$ cat src/rtl/hazard_ctrl.sv
// Hazard and sequencing controller for the 5-stage core: load-use stalls,
// taken-branch redirects and multi-cycle EX holds, plus stall/flush counters.
module hazard_ctrl #(
    parameter int LU_BUBBLES = 1,
    parameter int MC_TIMEOUT = 64,
    parameter int CNT_W      = 16
) (
    input  logic             clk,
    input  logic             rst,
    input  logic [4:0]       id_rs1,
    input  logic [4:0]       id_rs2,
    input  logic             id_uses_rs2,
    input  logic             ex_memread,
    input  logic [4:0]       ex_rd,
    input  logic             ex_branch_taken,
    input  logic [31:0]      ex_branch_target,
    input  logic             mc_start,
    input  logic             mc_done,
    output logic             stall,
    output logic             flush,
    output logic             PCsrc,
    output logic [31:0]      pc_b,
    output logic             idex_bubble,
    output logic             mc_err,
    output logic [CNT_W-1:0] stall_cnt,
    output logic [CNT_W-1:0] flush_cnt
);

    localparam int LU_W = $clog2(LU_BUBBLES + 1);
    localparam int WD_W = $clog2(MC_TIMEOUT + 1);
    localparam bit LU_MULTI = (LU_BUBBLES > 1);
    localparam logic [CNT_W-1:0] CNT_MAX  = {CNT_W{1'b1}};
    localparam logic [LU_W-1:0]  LU_LOAD  = LU_W'(LU_BUBBLES - 1);
    localparam logic [WD_W-1:0]  WD_LIMIT = WD_W'(MC_TIMEOUT - 2);

    typedef enum logic [1:0] {
        ST_RUN      = 2'd0,
        ST_LU_STALL = 2'd1,
        ST_MC_WAIT  = 2'd2
    } state_t;

    state_t            r_state;
    state_t            w_state_nxt;
    logic [LU_W-1:0]   r_lu_cnt;
    logic [LU_W-1:0]   w_lu_cnt_nxt;
    logic [WD_W-1:0]   r_wd;
    logic [WD_W-1:0]   w_wd_nxt;
    logic              r_mc_err;
    logic [CNT_W-1:0]  r_stall_cnt;
    logic [CNT_W-1:0]  r_flush_cnt;

    logic              w_lu_hit;
    logic              w_stall;
    logic              w_flush;
    logic              w_pcsrc;
    logic              w_bubble;
    logic              w_wd_fire;

    // A load in EX whose destination feeds the ID instruction; x0 never hazards.
    assign w_lu_hit = ex_memread && (ex_rd != 5'd0) &&
                      ((ex_rd == id_rs1) || (id_uses_rs2 && (ex_rd == id_rs2)));

    // Next-state and zero-latency control outputs.
    always_comb begin
        w_state_nxt  = r_state;
        w_lu_cnt_nxt = r_lu_cnt;
        w_wd_nxt     = r_wd;
        w_stall      = 1'b0;
        w_flush      = 1'b0;
        w_pcsrc      = 1'b0;
        w_bubble     = 1'b0;
        w_wd_fire    = 1'b0;
        if (rst) begin
            w_state_nxt  = ST_RUN;
            w_lu_cnt_nxt = '0;
            w_wd_nxt     = '0;
        end else begin
            case (r_state)
                ST_RUN: begin
                    if (ex_branch_taken) begin
                        // Wrong-path instruction is killed, so its hazards don't matter.
                        w_flush  = 1'b1;
                        w_pcsrc  = 1'b1;
                        w_bubble = 1'b1;
                    end else if (mc_start && !mc_done) begin
                        w_stall     = 1'b1;
                        w_wd_nxt    = '0;
                        w_state_nxt = ST_MC_WAIT;
                    end else if (w_lu_hit) begin
                        w_stall  = 1'b1;
                        w_bubble = 1'b1;
                        if (LU_MULTI) begin
                            w_lu_cnt_nxt = LU_LOAD;
                            w_state_nxt  = ST_LU_STALL;
                        end else begin
                            w_state_nxt = ST_RUN;
                        end
                    end else begin
                        w_state_nxt = ST_RUN;
                    end
                end
                ST_LU_STALL: begin
                    w_stall  = 1'b1;
                    w_bubble = 1'b1;
                    if (r_lu_cnt <= LU_W'(1)) begin
                        w_lu_cnt_nxt = '0;
                        w_state_nxt  = ST_RUN;
                    end else begin
                        w_lu_cnt_nxt = r_lu_cnt - LU_W'(1);
                    end
                end
                ST_MC_WAIT: begin
                    if (mc_done) begin
                        w_state_nxt = ST_RUN;
                    end else if (r_wd >= WD_LIMIT) begin
                        // Watchdog step would reach MC_TIMEOUT-1: abort and release fetch.
                        w_wd_fire   = 1'b1;
                        w_state_nxt = ST_RUN;
                    end else begin
                        w_stall  = 1'b1;
                        w_wd_nxt = r_wd + WD_W'(1);
                    end
                end
                default: begin
                    w_state_nxt = ST_RUN;
                end
            endcase
        end
    end

    // State, bubble counter, watchdog, sticky error and saturating counters.
    always_ff @(posedge clk) begin
        if (rst) begin
            r_state     <= ST_RUN;
            r_lu_cnt    <= '0;
            r_wd        <= '0;
            r_mc_err    <= 1'b0;
            r_stall_cnt <= '0;
            r_flush_cnt <= '0;
        end else begin
            r_state  <= w_state_nxt;
            r_lu_cnt <= w_lu_cnt_nxt;
            r_wd     <= w_wd_nxt;
            if (w_wd_fire) begin
                r_mc_err <= 1'b1;
            end else begin
                r_mc_err <= r_mc_err;
            end
            if (w_stall && (r_stall_cnt != CNT_MAX)) begin
                r_stall_cnt <= r_stall_cnt + CNT_W'(1);
            end else begin
                r_stall_cnt <= r_stall_cnt;
            end
            if (w_flush && (r_flush_cnt != CNT_MAX)) begin
                r_flush_cnt <= r_flush_cnt + CNT_W'(1);
            end else begin
                r_flush_cnt <= r_flush_cnt;
            end
        end
    end

    assign stall       = w_stall;
    assign flush       = w_flush;
    assign PCsrc       = w_pcsrc;
    assign pc_b        = w_pcsrc ? ex_branch_target : 32'd0;
    assign idex_bubble = w_bubble;
    // Error is visible in the same cycle the watchdog fires, then held.
    assign mc_err      = r_mc_err | w_wd_fire;
    assign stall_cnt   = r_stall_cnt;
    assign flush_cnt   = r_flush_cnt;

endmodule
$ cat config.mk
export PLATFORM = sky130hd
export DESIGN_NAME = hazard_ctrl
export DESIGN_NICKNAME = d
export VERILOG_FILES = /design/src/rtl/hazard_ctrl.sv
export SDC_FILE = /design/constraint.sdc
export NUM_CORES = 1
export LEC_CHECK = 0
export ABC_CLOCK_PERIOD_IN_PS = 2500
export CAP_MARGIN = 0
export CORE_ASPECT_RATIO = 1.2
export CORE_MARGIN = 2
export CORE_UTILIZATION = 39
export CTS_BUF_LIST = sky130_fd_sc_hd__clkbuf_16
export DETAILED_ROUTE_END_ITERATION = 8
export PLACE_DENSITY = 0.8
export SKIP_CTS_REPAIR_TIMING = 1
export SYNTH_ARGS = -nofsm -noshare
export SYNTH_HDL_FRONTEND = slang
export SYNTH_SLANG_ARGS = --single-unit
$ cat constraint.sdc
create_clock -name clk -period 2.5 [get_ports clk]
set_input_delay 0.5 -clock clk [delete_from_list [all_inputs] [get_ports clk]]
set_output_delay 0.5 -clock clk [all_outputs]
set_load 0.02 [all_outputs]
# After elaboration in Yosys (flattened, before gate mapping)
# Cells that the tools add are included.
# totals
out_inout_bits	69
elab_cells	69
inputBits	54
reg_bits	43
# op_classes
magnitude_cmp	2
n_reduce_logical	13
addsub	4
bitwise_logic	1
eq_ne	12
n_mux	31
# ops
operator	count
16-bit by 1-bit adder with 16-bit output, second input constant	2
32-bit 2-to-1 mux	1
16-bit inequality test, second input constant	2
7-bit 2-to-1 mux	4
1-bit 2-to-1 mux	17
7-bit one-hot mux with 2 select lines	1
5-bit equality test	2
2-bit 2-to-1 mux	5
2-bit inequality test, second input constant	5
7-bit by 1-bit adder with 7-bit output, second input constant	1
7-bit by 6-bit greater-or-equal comparator with 1-bit output, second input constant	1
1-bit logical AND	6
2-bit one-hot mux with 3 select lines	1
5-bit AND reduction	1
5-bit nonzero test	1
3-bit inequality test, second input constant	1
1-bit one-hot mux with 3 select lines	1
3-bit AND reduction	1
2-bit by 1-bit equality test with 1-bit output, second input constant	1
2-bit equality test, second input constant	1
2-bit zero test	1
1-bit one-hot mux with 2 select lines	1
2-bit nonzero test	1
1-bit <= comparator, second input constant	1
other kinds (4)	4

# Logic depth before layout (Yosys ltp)
# depth
ltp_word	10
mapped_depth	10
ltp_nobuf	9

# Worst setup path before layout
# OpenSTA, ideal clock, no wires.
# synth_timing
path_type	input to output
from	input rst
to	output pc_b[22]
n_path_buf	2
arrival_time_ps	1859
t_required_ps	2000
setup_slack_ps	141
stages	4
path_cell_list	clkbuf_1 -> nor3b_1 -> clkbuf_1 -> and2_1
# synth_via
elab_chain_len	2
# synth_lines
element	line	text
from (decl)	9	input logic rst,
1-bit 2-to-1 mux	73	if (rst) begin
net PCsrc	21	output logic PCsrc,
32-bit 2-to-1 mux	165	assign pc_b = w_pcsrc ? ex_branch_target : 32'd0;
to (decl)	22	output logic [31:0] pc_b,
# The timed path passes the listed nets, and every way through them passes these cells.

# Final worst setup path
# layout_timing
from	input rst
to	output pc_b[30]
# layout_via
elab_chain_len	2
# layout_lines
element	line
1-bit 2-to-1 mux	73
32-bit 2-to-1 mux	165
# No other way between the ends.

==> summary.txt <==
Status
  • Status: finished, final reports clean

Synthesis
  • Ys Warns: 0
  • Async S/R FF share, synth: 0
  • Syn Area/Cell: 7.93 um2
  • Sequential-to-total area share from yosys stat: 0.357
  • Synth Register Bits: 41
  • Syn Inst Count: 290
  • Post-Syn Area: 2300 um2
  • Syn Nets: 348
  • EDFF count, synth: 0
  • Primary FF master, synth: dfxtp_1
  • Post-synth cell types: 44

Worst setup path
  • Crit. path cell count: 6
  • Slowest-stage cell, CP: clkdlybuf4s50_1
  • CP Max Fanout: 35
  • CP arrival: 1.99 ns
  • CP Cell Sequence: clkdlybuf4s50_1 > buf_4 > nor3b_2 > buf_12 > and2_1 > dlymetal6s2s_1
  • Critical Path RT: 2.00 ns
  • Reg2reg path depth: 9
  • Setup CP Type: primary input to output pin
  • CP peak stage delay: 0.47 ns
  • Worst Setup End Kind: output pin
  • Largest delay share family, worst path: buffers and inverters
  • Startpoint Class: primary input
  • Buf+Inv Stages, Crit Path: 4

Clocking
  • CTS tree: done
  • Skew-Pair Late Insertion Delay: 0.28 ns
  • Root buffer cell: clkbuf_16
  • H-tree depth: 2
  • Sink Count: slightly above 40
  • Total CTS buffers: 5
  • Max clock buf depth: 2
  • CTS clock-pin slew for the worst setup and hold paths: 0.06 ns

Place
  • DP Cell Count: 506
  • Placed inst area: between 3000 and 4000 um2
  • IO Port Bufs: 122
  • GP Congestion: 0.839
  • Place WS: -0.663 ns
  • Post-DP HPWL: 5290 um

Drt
  • Vias per cell: 5.01
  • Final ANT Viol Nets: 0
  • Via count: ~2600
  • Remaining DRCs: 0
  • Detailed Route WL: 7190 um
  • Drt first-iter violations: 99
  • Total iterations of the first detailed-routing run: 4
  • Routed WL per cell: 14.0 um

Power
  • Pwr Total: 1.56 mW
  • Peak VDD IR: 0.431 mV
  • PD cells: 380 nW/um2
  • Leak: ~2.1 nW

STA
  • Slew Viols, Final: 0
  • Worst setup slack after layout: ~0.0081 ns
  • Hold WS: 0.492 ns
  • Hold Vio Cnt, Final: 0
  • Final setup violation count: 0
  • Period minus WS final: 2.49 ns
  • F_max: ~400 MHz
  • Worst clock skew: around 0.0052 ns
  • Slew @ Worst Pin: 0.484 ns
  • RSZ-0062 raised after global routing: true
  • Slew Limit Headroom: 0.675
  • Final worst-path cycle share: 0.997

Layout
  • # nets final: between 400 and 500
  • Layout cell share with drive strength beyond 1: 0.120
  • Fill count: between 400 and 500
  • FF/Latch Area: 822 um2
  • Fin area: 4100 um2
  • Layout area overhead: 78.0%
  • Antenna cells: 0
  • Area occupied by multi-input gates: 1430 um2
  • Non-Filler Instances: a little over 500

Min path
  • Hold Crit Depth: 2
  • Worst hold path class: flip-flop to flip-flop

Global route
  • Vias in the first global route: 2447
  • First-pass GRT wire length: about 11000 um
  • Tot GR Track Use: 0.203
  • GR Overflow Total: 0
  • Antenna violations before repair: 0
  • Largest net degree at the start of global routing: 36

Die
  • Height of the die: between 80 and 90 um
  • Cell Rows: 30
  • Core Area: 5670 um2
  • Num ports: 123
  • Starting density of the core: 0.406
  • Die span in x: 74.1 um
  • Total die area: 6530 um2

Run
  • Max Cap Viol: 0
layout by cell type (no fill, tap or decap), types with 4 or more instances in the layout:
cell,count
buf_4,24
dlymetal6s2s_1,47
nand4_1,8
clkdlybuf4s50_1,72
dfxtp_1,40
nand2_1,15
nor2_1,36
and4_1,5
o21ai_0,9
and2_1,34
xnor2_1,8
inv_1,6
ha_1,4
or3_1,9
buf_6,4
or4_1,5
a21oi_1,16
nand3_1,15
clkbuf_16,5
xor2_1,16
final cells by class:
class	instances	share of cell area
clock buffer	5	0.0306
clock inverter	3	0.00428
inverter	9	0.00855
multi-input combinational	226	0.350
sequential	41	0.201
tap	80	0.0244
timing repair buffer	150	0.382
sequential cells by signal, indices dropped and copies added (netlist names):
signal,count
flush_cnt,16
r_mc_err,1
r_state,1
r_wd,7
stall_cnt,16
metrics by stage:
stage / utilization / TNS, ns
2_1_floorplan: - / 0
3_3_place_gp: 0.669 / -14.24
3_5_place_dp: 0.669 / -16.18
4_1_cts: 0.694 / -12.14
5_1_grt: 0.723 / -0.139
6_report: 0.723 / 0
worst reg2reg max path, cell delays in order, from the launching register on:
cell	delay, ns
dfxtp_2	0.32
inv_1	0.04
ha_1	0.19
nor2_2	0.10
o211ai_1	0.09
a211o_1	0.29
o32a_1	0.38
buf_6	0.19
or4_1	0.52
a21oi_1	0.16
cells by family (layout without fill, tap and decap cells):
group	count (synthesis)	count (layout)	share of synthesized area
AND/OR/NAND/NOR	144	144	0.335
AO/OA/AOI/OAI	52	52	0.146
flip-flops	41	41	0.357
XOR/XNOR	25	25	0.0952
buffers and inverters	23	167	0.0413
adder cells (fa/ha/maj)	4	4	0.0218
multiplexers	1	1	0.00435
synthesized netlist by cell type, drive strengths merged (2+ instances only):
cell type / number / share of area
dfxtp: 41 / 0.36
nor2: 37 / 0.060
and2: 36 / 0.098
a21oi: 16 / 0.035
xor2: 16 / 0.061
nand2: 15 / 0.024
nand3: 15 / 0.033
o21ai: 13 / 0.028
clkbuf: 10 / 0.016
or3: 10 / 0.027
xnor2: 9 / 0.034
inv: 8 / 0.013
nand4: 8 / 0.022
and4: 5 / 0.019
or4: 5 / 0.016
buf: 4 / 0.0098
ha: 4 / 0.022
nor3: 4 / 0.0087
and3: 3 / 0.0082
o311ai: 3 / 0.011
o31ai: 3 / 0.0098
a211o: 2 / 0.0076
a31oi: 2 / 0.0054
nor3b: 2 / 0.0065
nor4: 2 / 0.0054
o2111ai: 2 / 0.0076
o21a: 2 / 0.0065
o41ai: 2 / 0.0076
report_power, final:
| group | total [mW] | switching [mW] | internal [mW] |
|---|---|---|---|
| Clock | 0.608 | 0.242 | 0.365 |
| Sequential | 0.664 | 0.00600 | 0.658 |
| Combinational | 0.287 | 0.123 | 0.164 |
per-layer routing:
metal,vias to the layer above,track usage,routed length [um]
met5,-,0,0
met4,0,0.0744,78
met3,6,0.0322,402
met2,60,0.363,3950
met1,1202,0.243,2770
li1,1309,-,-
final timing paths:
check	endpoint	from	slack (ns)
setup / recovery	pc_b[30]	rst	0.008
setup reg to reg	stall_cnt[10]	r_wd[0]	0.17
hold reg to reg	stall_cnt[9]	stall_cnt[9]	0.49
hold / removal	stall_cnt[9]	stall_cnt[9]	0.49
Note: power is estimated with default switching activity, not from simulation.
